## config.mk

```make
export PLATFORM = sky130hd
export DESIGN_NAME = draw_sequencer
export DESIGN_NICKNAME = d
export VERILOG_FILES = /design/src/rtl/draw_pkg.sv /design/src/rtl/pixel_mux.sv /design/src/rtl/draw_sequencer.sv
export SDC_FILE = /design/constraint.sdc
export NUM_CORES = 1
export LEC_CHECK = 0
export CAP_MARGIN = 30
export CORE_MARGIN = 2
export CORE_UTILIZATION = 50
export DETAILED_ROUTE_END_ITERATION = 16
export DONT_BUFFER_PORTS = 1
export GPL_TIMING_DRIVEN = 0
export SYNTH_ARGS = -nofsm -noshare
export SYNTH_HDL_FRONTEND = slang
export SYNTH_SLANG_ARGS = --single-unit
export TNS_END_PERCENT = 10
```

## constraint.sdc

```tcl
create_clock -name clk -period 2 [get_ports clk]
set_clock_uncertainty 0.2 [all_clocks]
set_input_delay 0.2 -clock clk [delete_from_list [all_inputs] [get_ports clk]]
set_output_delay 0.2 -clock clk [all_outputs]
set_load 0.02 [all_outputs]
```

## src/rtl/draw_pkg.sv

```systemverilog
// Shared definitions for the draw sequencer slice.
//   state_t : sequencer FSM states
//   cmd_t   : one command-table record (colour, centre x/y, radius)
//   COLOUR_*: 3-bit RGB colour constants
//   isBusyState(): true for every state that is actively working
package draw_pkg;

    typedef enum logic [2:0] {
        ST_IDLE,
        ST_FILL,
        ST_FETCH,
        ST_LATCH,
        ST_DRAW,
        ST_NEXT,
        ST_DONE
    } state_t;

    typedef struct packed {
        logic [2:0] colour;
        logic [7:0] cx;
        logic [6:0] cy;
        logic [7:0] radius;
    } cmd_t;

    localparam logic [2:0] COLOUR_BLACK   = 3'b000;
    localparam logic [2:0] COLOUR_BLUE    = 3'b001;
    localparam logic [2:0] COLOUR_GREEN   = 3'b010;
    localparam logic [2:0] COLOUR_CYAN    = 3'b011;
    localparam logic [2:0] COLOUR_RED     = 3'b100;
    localparam logic [2:0] COLOUR_MAGENTA = 3'b101;
    localparam logic [2:0] COLOUR_YELLOW  = 3'b110;
    localparam logic [2:0] COLOUR_WHITE   = 3'b111;

    // IDLE and DONE are the only resting states; everything else counts as busy.
    function automatic logic isBusyState(input state_t s);
        return !((s == ST_IDLE) || (s == ST_DONE));
    endfunction

endpackage

```

## src/rtl/pixel_mux.sv

```systemverilog
// Selects which engine owns the VGA pixel stream.
//   state_i          : current sequencer state
//   fill*_i          : pixel outputs of the fill engine
//   circ*_i          : pixel outputs of the circle engine
//   vga*_o           : muxed pixel stream (all zero when no engine is running)
module pixel_mux
    import draw_pkg::*;
(
    input  state_t     state_i,
    input  logic [7:0] fillX_i,
    input  logic [6:0] fillY_i,
    input  logic [2:0] fillCol_i,
    input  logic       fillPlot_i,
    input  logic [7:0] circX_i,
    input  logic [6:0] circY_i,
    input  logic [2:0] circCol_i,
    input  logic       circPlot_i,
    output logic [7:0] vgaX_o,
    output logic [6:0] vgaY_o,
    output logic [2:0] vgaColour_o,
    output logic       vgaPlot_o
);

    // Only the engine that is currently started may drive the screen, so a
    // stray plot from an idle engine can never reach the frame buffer.
    always_comb begin
        vgaX_o      = '0;
        vgaY_o      = '0;
        vgaColour_o = '0;
        vgaPlot_o   = 1'b0;
        if (state_i == ST_FILL) begin
            vgaX_o      = fillX_i;
            vgaY_o      = fillY_i;
            vgaColour_o = fillCol_i;
            vgaPlot_o   = fillPlot_i;
        end else if (state_i == ST_DRAW) begin
            vgaX_o      = circX_i;
            vgaY_o      = circY_i;
            vgaColour_o = circCol_i;
            vgaPlot_o   = circPlot_i;
        end
    end

endmodule

```

## src/rtl/draw_sequencer.sv

```systemverilog
// Walks a command table and hands each circle to the circle engine, optionally
// clearing the screen first with the fill engine.
//   clk, rst            : clock and synchronous active-high reset
//   start, loop_en,
//   clear_en            : run request, wrap-around enable, initial clear enable
//   cmd_idx, cmd_*      : command-table read address and returned record
//   fill_start/done     : fill-engine handshake
//   circ_start/done     : circle-engine handshake
//   eng_*               : parameters presented to the engines
//   fill_*/circ_* pixel : engine pixel outputs, muxed onto vga_*
//   busy, done,
//   shapes_drawn        : status
module draw_sequencer
    import draw_pkg::*;
#(
    parameter int         NUM_CMDS     = 16,
    parameter int         IDX_W        = $clog2(NUM_CMDS),
    parameter logic [2:0] CLEAR_COLOUR = COLOUR_BLACK
) (
    input  logic             clk,
    input  logic             rst,
    input  logic             start,
    input  logic             loop_en,
    input  logic             clear_en,
    output logic [IDX_W-1:0] cmd_idx,
    input  logic [2:0]       cmd_colour,
    input  logic [7:0]       cmd_cx,
    input  logic [6:0]       cmd_cy,
    input  logic [7:0]       cmd_radius,
    output logic             fill_start,
    input  logic             fill_done,
    output logic             circ_start,
    input  logic             circ_done,
    output logic [2:0]       eng_colour,
    output logic [7:0]       eng_cx,
    output logic [6:0]       eng_cy,
    output logic [7:0]       eng_radius,
    input  logic [7:0]       fill_x,
    input  logic [6:0]       fill_y,
    input  logic [2:0]       fill_col,
    input  logic             fill_plot,
    input  logic [7:0]       circ_x,
    input  logic [6:0]       circ_y,
    input  logic [2:0]       circ_col,
    input  logic             circ_plot,
    output logic [7:0]       vga_x,
    output logic [6:0]       vga_y,
    output logic [2:0]       vga_colour,
    output logic             vga_plot,
    output logic             busy,
    output logic             done,
    output logic [IDX_W:0]   shapes_drawn
);

    localparam logic [IDX_W-1:0] LAST_IDX   = IDX_W'(NUM_CMDS - 1);
    localparam logic [IDX_W:0]   MAX_SHAPES = (IDX_W + 1)'(NUM_CMDS);

    state_t           state_q, state_d;
    logic [IDX_W-1:0] cmdIdx_q, cmdIdx_d;
    logic [IDX_W:0]   shapes_q, shapes_d;
    cmd_t             eng_q, eng_d;
    logic             abort_q, abort_d;
    logic             fillStart_q, circStart_q, busy_q, done_q;

    // Next-state logic. An engine that has been started is always allowed to
    // finish: dropping start in FILL or DRAW only records an abort, which is
    // honoured once that engine reports done. Done pulses from the other
    // engine are never looked at in these states.
    always_comb begin
        state_d  = state_q;
        cmdIdx_d = cmdIdx_q;
        shapes_d = shapes_q;
        eng_d    = eng_q;
        abort_d  = abort_q;
        unique case (state_q)
            ST_IDLE: begin
                if (start) begin
                    cmdIdx_d = '0;
                    shapes_d = '0;
                    abort_d  = 1'b0;
                    if (clear_en) begin
                        eng_d.colour = CLEAR_COLOUR;
                        state_d      = ST_FILL;
                    end else begin
                        state_d = ST_FETCH;
                    end
                end
            end
            ST_FILL: begin
                if (!start) abort_d = 1'b1;
                if (fill_done) state_d = (abort_q || !start) ? ST_IDLE : ST_FETCH;
            end
            ST_FETCH: begin
                state_d = start ? ST_LATCH : ST_IDLE;
            end
            ST_LATCH: begin
                if (!start) begin
                    state_d = ST_IDLE;
                end else begin
                    eng_d.colour = cmd_colour;
                    eng_d.cx     = cmd_cx;
                    eng_d.cy     = cmd_cy;
                    eng_d.radius = cmd_radius;
                    // A zero radius marks an empty slot: skip it without drawing.
                    state_d = (cmd_radius == 8'd0) ? ST_NEXT : ST_DRAW;
                end
            end
            ST_DRAW: begin
                if (!start) abort_d = 1'b1;
                if (circ_done) begin
                    if (shapes_q < MAX_SHAPES) shapes_d = shapes_q + 1'b1;
                    state_d = (abort_q || !start) ? ST_IDLE : ST_NEXT;
                end
            end
            ST_NEXT: begin
                if (!start) begin
                    state_d = ST_IDLE;
                end else if (cmdIdx_q < LAST_IDX) begin
                    cmdIdx_d = cmdIdx_q + 1'b1;
                    state_d  = ST_FETCH;
                end else if (loop_en) begin
                    cmdIdx_d = '0;
                    shapes_d = '0;
                    state_d  = ST_FETCH;
                end else begin
                    state_d = ST_DONE;
                end
            end
            ST_DONE: begin
                if (!start) state_d = ST_IDLE;
            end
            default: state_d = ST_IDLE;
        endcase
    end

    // State and datapath registers. Handshake and status outputs are decoded
    // from the next state so they change on the same edge as the state itself;
    // fill_start and circ_start come from distinct states and so can never
    // overlap.
    always_ff @(posedge clk) begin
        if (rst) begin
            state_q     <= ST_IDLE;
            cmdIdx_q    <= '0;
            shapes_q    <= '0;
            eng_q       <= '0;
            abort_q     <= 1'b0;
            fillStart_q <= 1'b0;
            circStart_q <= 1'b0;
            busy_q      <= 1'b0;
            done_q      <= 1'b0;
        end else begin
            state_q     <= state_d;
            cmdIdx_q    <= cmdIdx_d;
            shapes_q    <= shapes_d;
            eng_q       <= eng_d;
            abort_q     <= abort_d;
            fillStart_q <= (state_d == ST_FILL);
            circStart_q <= (state_d == ST_DRAW);
            busy_q      <= isBusyState(state_d);
            done_q      <= (state_d == ST_DONE);
        end
    end

    assign cmd_idx      = cmdIdx_q;
    assign shapes_drawn = shapes_q;
    assign eng_colour   = eng_q.colour;
    assign eng_cx       = eng_q.cx;
    assign eng_cy       = eng_q.cy;
    assign eng_radius   = eng_q.radius;
    assign fill_start   = fillStart_q;
    assign circ_start   = circStart_q;
    assign busy         = busy_q;
    assign done         = done_q;

    pixel_mux u_pixel_mux (
        .state_i     (state_q),
        .fillX_i     (fill_x),
        .fillY_i     (fill_y),
        .fillCol_i   (fill_col),
        .fillPlot_i  (fill_plot),
        .circX_i     (circ_x),
        .circY_i     (circ_y),
        .circCol_i   (circ_col),
        .circPlot_i  (circ_plot),
        .vgaX_o      (vga_x),
        .vgaY_o      (vga_y),
        .vgaColour_o (vga_colour),
        .vgaPlot_o   (vga_plot)
    );

endmodule

```

==> results of run 1 <==
==> metal layers <==
metal	up-vias	wire length [um]	track usage [%]
li1	937	-	-
met3	10	572	10.1
met4	0	132	9.44
met1	936	2170	31.7
met2	107	3330	50.4
met5	-	0	0
==> state kept, by name (all words and copies together) (netlist names) <==
register	flops
abort_q	1
done	1
fill_start	1
cmd_idx	4
eng_radius	8
eng_colour	3
busy	1
circ_start	1
state_q	3
eng_cx	8
eng_cy	7
shapes_drawn	5
==> metrics by stage <==
stage	setup slack (ns)	total power, uW	instance area [um^2]	hold slack (ns)
floorplan	0.149	1040	1980	0.136
global placement	-0.0338	1070	2040	0.138
detailed placement	-0.0332	1080	2040	0.143
CTS	0.00328	1650	2430	0.0105
global route	-0.00744	1740	2510	0.0417
finish	0.0485	1660	2510	0.0288
==> cells by family (layout without fill, tap and decap cells) <==
group / after synthesis / after routing / share of synthesized area, %
compound gates: 67 / 67 / 22.8
xor+xnor: 5 / 5 / 2.21
fa+ha+maj: 2 / 2 / 1.26
buf+inv: 20 / 58 / 4.49
flops: 43 / 43 / 43.5
mux: 1 / 1 / 0.506
simple gates: 108 / 108 / 25.2
==> worst max-delay path by stage <==
stage	start	endpoint	slack, ns	cells after the start
2_1_floorplan	cmd_idx[0]	shapes_drawn[1]	0.15	6
3_3_place_gp	cmd_idx[1]	circ_start	-0.03	5
3_5_place_dp	cmd_idx[1]	shapes_drawn[1]	-0.03	6
4_1_cts	state_q[1]	vga_x[5]	0.003	4
5_1_grt	state_q[2]	cmd_idx[2]	-0.007	6
6_report	state_q[1]	vga_x[5]	0.05	4
==> synth_stat cells (all sizes together) <==
cell type  number  share of area (%)
a211o           1               0.44
a211oi          3                1.4
a21o            1               0.38
a21oi          30                7.8
a22o           19                8.4
a22oi           3                1.1
a311oi          1               0.44
a31oi           4                1.3
and3            3               0.95
and3b           1               0.44
and4b           2                1.0
buf            11                2.8
clkbuf          6                1.1
dfxtp          43                 43
ha              2                1.3
inv             3               0.57
mux2i           1               0.51
nand2          54                 10
nand2b          3               0.95
nand3           4                1.0
nand3b          2               0.95
nand4           2               0.63
nor2           24                4.6
nor2b           1               0.32
nor3            2               0.51
nor3b           1               0.38
nor4            2               0.63
o21ai           4                1.2
o21bai          1               0.38
or2             3               0.95
or3             3                1.2
or4             1               0.38
xnor2           3                1.3
xor2            2               0.89
==> worst max-delay path, cell delays in order (launching register included) <==
cell and delay [ns]:
dfxtp_1 0.48, buf_4 0.25, nor2_4 0.06, buf_2 0.18, a22o_2 0.28
==> power groups by stage <==
stage          sequential (uW)  clock, uW  combinational [uW]
2_1_floorplan              915          0                 130
3_3_place_gp               918          0                 155
3_5_place_dp               918          0                 161
4_1_cts                    899        546                 210
5_1_grt                    901        595                 241
6_report                   898        538                 224
==> cell type report <==
cell class | count | area share, %
Clock buffer | 6 | 2.89
Tap cell | 48 | 2.40
Inverter | 3 | 0.449
Buffer | 17 | 3.69
Clock inverter | 2 | 0.499
Sequential cell | 43 | 34.7
Timing Repair Buffer | 30 | 11.7
Multi-Input combinational cell | 183 | 43.7
==> repair_timing <==
action | CTS | global route
endpoints found under the setup margin | 24 | 39
setup buffers | 0 | 3
hold buffers | 27 | 0
resized for setup | 18 | 16
hold endpoints to repair | 27 | 0
pin swaps | 0 | 2
==> impl_metrics.yaml, run 1 <==
outcome:
  run_status: "complete, no violations"
cts:
  numClockSinks: 43
  htreeDepth: 2
  cts_tree: "done"
  numCtsBuffers: 5
  clockBufferDepth: 2
  clkLatencyLatePin_ns: 0.29
  clock-root-buffer: "clkbuf_8"
  clk_pin_slew_ns: 0.08
timing:
  finalSetupTns_ns: 0
  setup_viol: 0
  worstMarginPinSlew_ns: 0.553
  max-slew-margin-rel_pct: 62.8
  fmax_mhz: 512
  slew_violations: 0
  rsz0062_at_grt: "yes"
  post-route-period-util_pct: 97.6
  fin_crit_ns: 1.95
  finalHoldViolations: 0
floorplanning:
  die_w_um: 66.9
  rows: 22
  die-area_um2: 4480
  start_util_pct: 52.9
  coreArea_um2: 3740
  io_pins: 129
  chipHeight_um: 66.9
power_and_ir_drop:
  seq_power_share_pct: 54.1
  pwr-share-clk_pct: 32.4
  power.density_nw_per_um2: 662
  ir_worst_vdd_mv: 0.431
  p_sw_uw: 445
  leakagePower_uw: 0.000932
  combPwrFrac_pct: 13.5
  p_int_uw: 1220
  switching_share_pct: 26.8
placement:
  place_hpwl_um: 4450
  dp_cells: 294
  port_buffers: 0
  place_congestion: 0.866
worst_setup_path:
  required_ns: 1.60
  path_class: "reg2out"
  cp-start-kind: "flop"
  critical_path.endpoint_type: "output port"
  cp_max_fo: 10
  r2r_setup_slack_ns: 0.11
  arrival_ns: 1.55
  worstReg2RegEnd: "done"
  reg2reg_depth: 5
  rr_startpoint: "cmd_idx[1]"
finish:
  layout_common_cells: "nand2_1, dfxtp_1, a21oi_1, dlygate4sd3_1, nor2_1"
  area_delta_synth_final_pct: 26.7
  multi_input_area_um2: 1100
  final_core_util_pct: 67.0
  drive_above_1_share_pct: 17.3
  final_nets: 356
  layout_commonest_cell: "nand2_1"
  num_antenna_cells: 0
  fill_cells: 322
  seq_area_um2: 870
  instances_no_fill: 332
hold_path:
  hold_class: "in2reg"
  worstHoldStart: "loop_en"
  worstHoldEndpoint: "state_q[2]"
  hold_path_depth: 2
logic_synthesis:
  yosysSeqAreaShare_pct: 43.5
  yosysWarnings: 0
  synth-seq-cells: 43
  syn_area_per_cell_um2: 8.05
  synth_cell_types: 45
  synthCells: 246
  syn_area_um2: 1980
  synth_nets: 319
drt:
  totalWireLength_um: 6210
  vias: 1990
  drt_iter0_markers: 124
  vias_per_cell: 5.99
  drc: 0
  dr.pass1.iters: 4
  wl_per_cell_um: 18.7
  drtAntennaViolNets: 0
global_routing:
  grt.total_usage_pct: 28.6
  first_global_vias: 1912
  overflow: 0
  grt_max_degree: 14
  grt_antenna_before_repair: 0
  grt_pass1_wl_um: 9410
job:
  max_cap_viol_count: 0
Power figures use the tool's default switching activity.
==> run 2: changes to the inputs <==
--- a/config.mk
+++ b/config.mk
@@ -8,6 +8,7 @@
 export CAP_MARGIN = 30
 export CORE_MARGIN = 2
 export CORE_UTILIZATION = 50
+export CTS_BUF_LIST = sky130_fd_sc_hd__clkbuf_4 sky130_fd_sc_hd__clkbuf_8
 export DETAILED_ROUTE_END_ITERATION = 16
 export DONT_BUFFER_PORTS = 1
 export GPL_TIMING_DRIVEN = 0
==> run 2 against run 1 <==
Effect of this change: clock power up 3%; critical path depth unchanged; fmax up 0.52%; sequential power about the same; final cell count down 0.30%; flip-flop and latch count unchanged.
==> impl_metrics.yaml, run 2 (same netlist as run 1, synthesis figures left out) <==
floorplanning:
  coreArea_um2: 3740
  rows: 22
  io_pins: 129
  start_util_pct: 52.9
  chipHeight_um: 66.9
  die-area_um2: 4480
  die_w_um: 66.9
worst_setup_path:
  arrival_ns: 1.54
  cp-start-kind: "flop"
  path_class: "reg2out"
  cp_top_family: "flip-flops"
  worst-path-buf-inv: 2
  cp_slowest_cell: "dfxtp_1"
  crit_chain: "buf_4 > nor2_4 > buf_2 > a22o_2"
  worstReg2RegEnd: "done"
  slowest_delay_ns: 0.48
  required_ns: 1.60
  cp_num_cells: 4
  r2r_setup_slack_ns: 0.10
  reg2reg_depth: 5
  critical_path.endpoint_type: "output port"
  cp_max_fo: 10
  rr_startpoint: "cmd_idx[1]"
timing:
  rsz0062_at_grt: "yes"
  whs_ns: 0.0331
  max-slew-margin-rel_pct: 60.3
  fin_crit_ns: 1.94
  worstMarginPinSlew_ns: 0.589
  fmax_mhz: 515
  finalHoldViolations: 0
  setup_viol: 0
  slew_violations: 0
  finalSetupTns_ns: 0
  post-route-period-util_pct: 97.1
finish:
  instances_no_fill: 331
  layout_common_cells: "nand2_1, dfxtp_1, a21oi_1, dlygate4sd3_1, nor2_1"
  drive_above_1_share_pct: 17.0
  area_delta_synth_final_pct: 26.1
  fill_cells: 327
  final_cell_area_um2: 2500
  num_antenna_cells: 0
  seq_area_um2: 870
  layout_commonest_cell: "nand2_1"
  multi_input_area_um2: 1090
  final_nets: 355
drt:
  wl_per_cell_um: 18.8
  dr.pass1.iters: 4
  vias_per_cell: 6.02
  drtAntennaViolNets: 0
  vias: 1993
  drt_iter0_markers: 148
  totalWireLength_um: 6240
  drc: 0
cts:
  clock-root-buffer: "clkbuf_8"
  numClockSinks: 43
  cts_tree: "done"
  clkLatencyLatePin_ns: 0.30
  clk_pin_slew_ns: 0.08
  htreeDepth: 2
  numCtsBuffers: 5
  clockBufferDepth: 2
power_and_ir_drop:
  total_power_uw: 1670
  power.density_nw_per_um2: 670
  leakagePower_uw: 0.000927
  ir_worst_vdd_mv: 0.512
global_routing:
  first_global_vias: 1923
  grt_antenna_before_repair: 0
  grt_max_degree: 14
  overflow: 0
  grt.total_usage_pct: 28.4
  grt_pass1_wl_um: 9410
placement:
  port_buffers: 0
  place_congestion: 0.866
  dp_cells: 294
  placed_area_um2: 2040
  place_hpwl_um: 4450
outcome:
  run_status: "complete, no violations"
hold_path:
  worstHoldEndpoint: "state_q[2]"
  hold_class: "in2reg"
  hold_path_depth: 2
  worstHoldStart: "loop_en"
job:
  max_cap_viol_count: 0
[run 2: changes by cell type in the layout (fill, tap and decap cells not counted)]
cell,before,now
clkbuf_1,5,4
buf_4,6,5
nand2b_1,2,3
nand2b_4,1,0
clkbuf_4,0,1
[run 2: stage by stage]
step / util [%] / setup slack, ns
global route: 66.7 / -0.0184
finish: 66.7 / 0.0585
global placement: 54.5 / -0.0338
CTS: 65.1 / 0.00353
detailed placement: 54.5 / -0.0332
floorplan: - / 0.149
[run 2: power by group]
| group | switching (uW) | leakage [uW] | total (uW) | internal (uW) |
|---|---|---|---|---|
| Sequential | 28.6 | 0.000349 | 898 | 869 |
| Clock | 296 | 0.0000446 | 554 | 258 |
| Combinational | 122 | 0.000533 | 222 | 99.6 |
[run 2: layer usage]
| metal | global-route usage, % | share of wire [%] | wire (um) |
|---|---|---|---|
| met3 | 9.97 | 10 | 633 |
| met5 | 0 | 0 | 0 |
| met4 | 9.69 | 2.9 | 183 |
| met1 | 31.3 | 34 | 2150 |
| met2 | 50.2 | 52 | 3270 |
[run 2: cell type report]
type / count / share of cell area [%]
Inverter: 3 / 0.451
Buffer: 17 / 3.71
Clock buffer: 6 / 3.06
Tap cell: 48 / 2.41
Multi-Input combinational cell: 183 / 43.6
Sequential cell: 43 / 34.8
Timing Repair Buffer: 29 / 11.4
Clock inverter: 2 / 0.501
[run 2: how the worst max path moves through the flow]
| stage | from | to | slack (ns) |
|---|---|---|---|
| finish | state_q[1] | vga_x[5] | 0.06 |
| CTS | state_q[1] | vga_x[5] | 0.004 |
| global route | state_q[0] | vga_x[5] | -0.02 |
| global placement | cmd_idx[1] | circ_start | -0.03 |
| detailed placement | cmd_idx[1] | shapes_drawn[1] | -0.03 |
| floorplan | cmd_idx[0] | shapes_drawn[1] | 0.15 |
[run 2: what timing repair did]
action / CTS / global route
hold buffers: 27 / 0
gates resized for setup: 18 / 15
hold endpoints to repair: 27 / 0
pin swaps: 0 / 2
buffers inserted: 0 / 2
setup endpoints to repair: 24 / 39
==> run 3: changes to the inputs <==
--- a/config.mk
+++ b/config.mk
@@ -5,13 +5,14 @@
 export SDC_FILE = /design/constraint.sdc
 export NUM_CORES = 1
 export LEC_CHECK = 0
+export BUFFER_PORTS_ARGS = -buffer_cell sky130_fd_sc_hd__buf_2
 export CAP_MARGIN = 30
 export CORE_MARGIN = 2
-export CORE_UTILIZATION = 50
+export CORE_UTILIZATION = 43
 export CTS_BUF_LIST = sky130_fd_sc_hd__clkbuf_4 sky130_fd_sc_hd__clkbuf_8
 export DETAILED_ROUTE_END_ITERATION = 16
-export DONT_BUFFER_PORTS = 1
 export GPL_TIMING_DRIVEN = 0
+export PLACE_DENSITY = 0.81
 export SYNTH_ARGS = -nofsm -noshare
 export SYNTH_HDL_FRONTEND = slang
 export SYNTH_SLANG_ARGS = --single-unit
==> constraint.sdc (replaced) <==
create_clock -name clk -period 2.15 [get_ports clk]
set_clock_uncertainty 0.2 [all_clocks]
set_input_delay 0.215 -clock clk [delete_from_list [all_inputs] [get_ports clk]]
set_output_delay 0.215 -clock clk [all_outputs]
set_load 0.02 [all_outputs]
==> run 3 against run 2 <==
Effect of this change: sequential share of layout area down 7.0 points; power up 11%; via count grew 18%; final cell count increased by 39%; first-iteration DRC count decreased by 11%; register-to-register slack improved by 0.15 ns; clock power increased by 34%; sequential power decreased by 8.6%; count of clock-buffer cells in the layout did not move; design area grew 24%; critical path type unchanged; critical endpoint is now vga_x[2].
==> impl_metrics.yaml, run 3 (same netlist as run 1, synthesis figures left out) <==
job:
  max_cap_viol_count: 0
worst_setup_path:
  slowest_delay_ns: 0.35
  required_ns: 1.74
  cp_max_fo: 10
  path_class: "reg2out"
  critical_path.endpoint_type: "output port"
  crit_chain: "nand2b_1 > nor2_4 > clkbuf_4 > a22o_1 > buf_2"
  cp_top_family: "simple AND/OR/NAND/NOR gates"
  worst-path-buf-inv: 2
  arrival_ns: 1.58
  cp_slowest_cell: "dfxtp_1"
  cp-start-kind: "flop"
finish:
  area_delta_synth_final_pct: 56.3
  final_nets: 479
  layout_commonest_cell: "buf_2"
  drive_above_1_share_pct: 38.1
  layout_common_cells: "buf_2, nand2_1, dfxtp_1, a21oi_1, dlygate4sd3_1"
  num_antenna_cells: 0
  seq_area_um2: 862
  multi_input_area_um2: 1040
  final_core_util_pct: 70.6
  final_cell_area_um2: 3090
  instances_no_fill: 459
  fill_cells: 352
cts:
  clock-root-buffer: "clkbuf_8"
  clkLatencyLatePin_ns: 0.29
  numCtsBuffers: 5
  numClockSinks: 43
  cts_tree: "done"
  clk_pin_slew_ns: 0.07
  htreeDepth: 2
  clockBufferDepth: 2
drt:
  drtAntennaViolNets: 0
  totalWireLength_um: 6230
  drt_iter0_markers: 132
  vias: 2356
  dr.pass1.iters: 4
  drc: 0
  vias_per_cell: 5.13
  wl_per_cell_um: 13.6
floorplanning:
  rows: 24
  coreArea_um2: 4380
  chipHeight_um: 71.8
  die-area_um2: 5160
  io_pins: 129
  start_util_pct: 45.1
  die_w_um: 71.8
timing:
  setup_viol: 0
  finalSetupTns_ns: 0
  finalHoldViolations: 0
  rsz0062_at_grt: "no"
  max-slew-margin-rel_pct: 62.1
  slew_violations: 0
  whs_ns: 0.00482
  fin_crit_ns: 1.99
  post-route-period-util_pct: 92.6
  worstMarginPinSlew_ns: 0.564
  fmax_mhz: 502
global_routing:
  grt_antenna_before_repair: 0
  first_global_vias: 2221
  grt_max_degree: 20
  grt_pass1_wl_um: 9740
  grt.total_usage_pct: 23.7
  overflow: 0
placement:
  place_hpwl_um: 4400
  port_buffers: 126
  place_congestion: 0.812
  dp_cells: 424
  placed_area_um2: 2680
power_and_ir_drop:
  ir_worst_vdd_mv: 0.531
  leakagePower_uw: 0.00149
  power.density_nw_per_um2: 599
outcome:
  run_status: "complete, no violations"
hold_path:
  hold_class: "in2reg"
==> run 3: changes by cell type in the layout (fill, tap and decap cells not counted), moves of 2 or more <==
cell and delta:
clkbuf_1 +2, bufinv_16 +2, a22o_4 -3, buf_2 +125
buf_1 +2, a22o_2 -7, dfxtp_4 -2, dlygate4sd3_1 -2
a22o_1 +10, clkbuf_2 -4, dfxtp_1 +2
==> run 3: tightest hold or removal path: cells and delay by family <==
family / cells / cell delay, ns
buffers and inverters: 1 / 0.11
and+or+nand+nor: 1 / 0.06
AOI/OAI and AO/OA: 1 / 0.06
==> run 3: path summary, 6_finish.rpt <==
path | start | to | slack (ns) | cells after the start
worst min register to register | eng_cx[5] | eng_cx[5] | 0.25 | 2
worst max register to register | state_q[2] | eng_radius[4] | 0.25 | 6
worst max-delay path | state_q[2] | vga_x[2] | 0.16 | 5
worst min-delay path | cmd_radius[1] | eng_radius[1] | 0.005 | 3
==> run 3: cell type report <==
type | instances | share of cell area (%)
multi-input combinational | 183 | 33.5
timing repair buffer | 154 | 29.2
sequential | 43 | 27.9
buffer | 16 | 2.55
clock buffer | 6 | 2.47
tap | 52 | 2.10
clock inverter | 2 | 1.94
inverter | 3 | 0.364
==> run 3: through the flow <==
| stage | total power [uW] | worst slack [ns] |
|---|---|---|
| 6_report | 1850 | 0.159 |
| 5_1_grt | 1920 | 0.0362 |
| 4_1_cts | 1850 | 0.0445 |
| 3_5_place_dp | 1080 | 0.0180 |
| 3_3_place_gp | 1080 | 0.0438 |
| 2_1_floorplan | 972 | 0.299 |
==> run 3: where the power goes <==
group	switching, uW	internal, uW
Sequential	11.1	810
Combinational	146	145
Clock	265	477
Total	422	1430
==> run 3: layer usage <==
| metal | share of wire (%) | GRT usage [%] | vias up |
|---|---|---|---|
| met1 | 39 | 26.7 | 1052 |
| li1 | - | - | 1180 |
| met4 | 3.4 | 9.64 | 0 |
| met2 | 52 | 43.2 | 102 |
| met3 | 6.2 | 5.06 | 22 |
| met5 | 0 | 0 | - |
==> run 3: timing repair <==
action,4_1_cts,5_1_grt
hold buffers,25,0
setup buffers,0,3
resized for setup,2,4
setup endpoints to repair,19,19
hold endpoints to repair,25,0
pin swaps,0,1
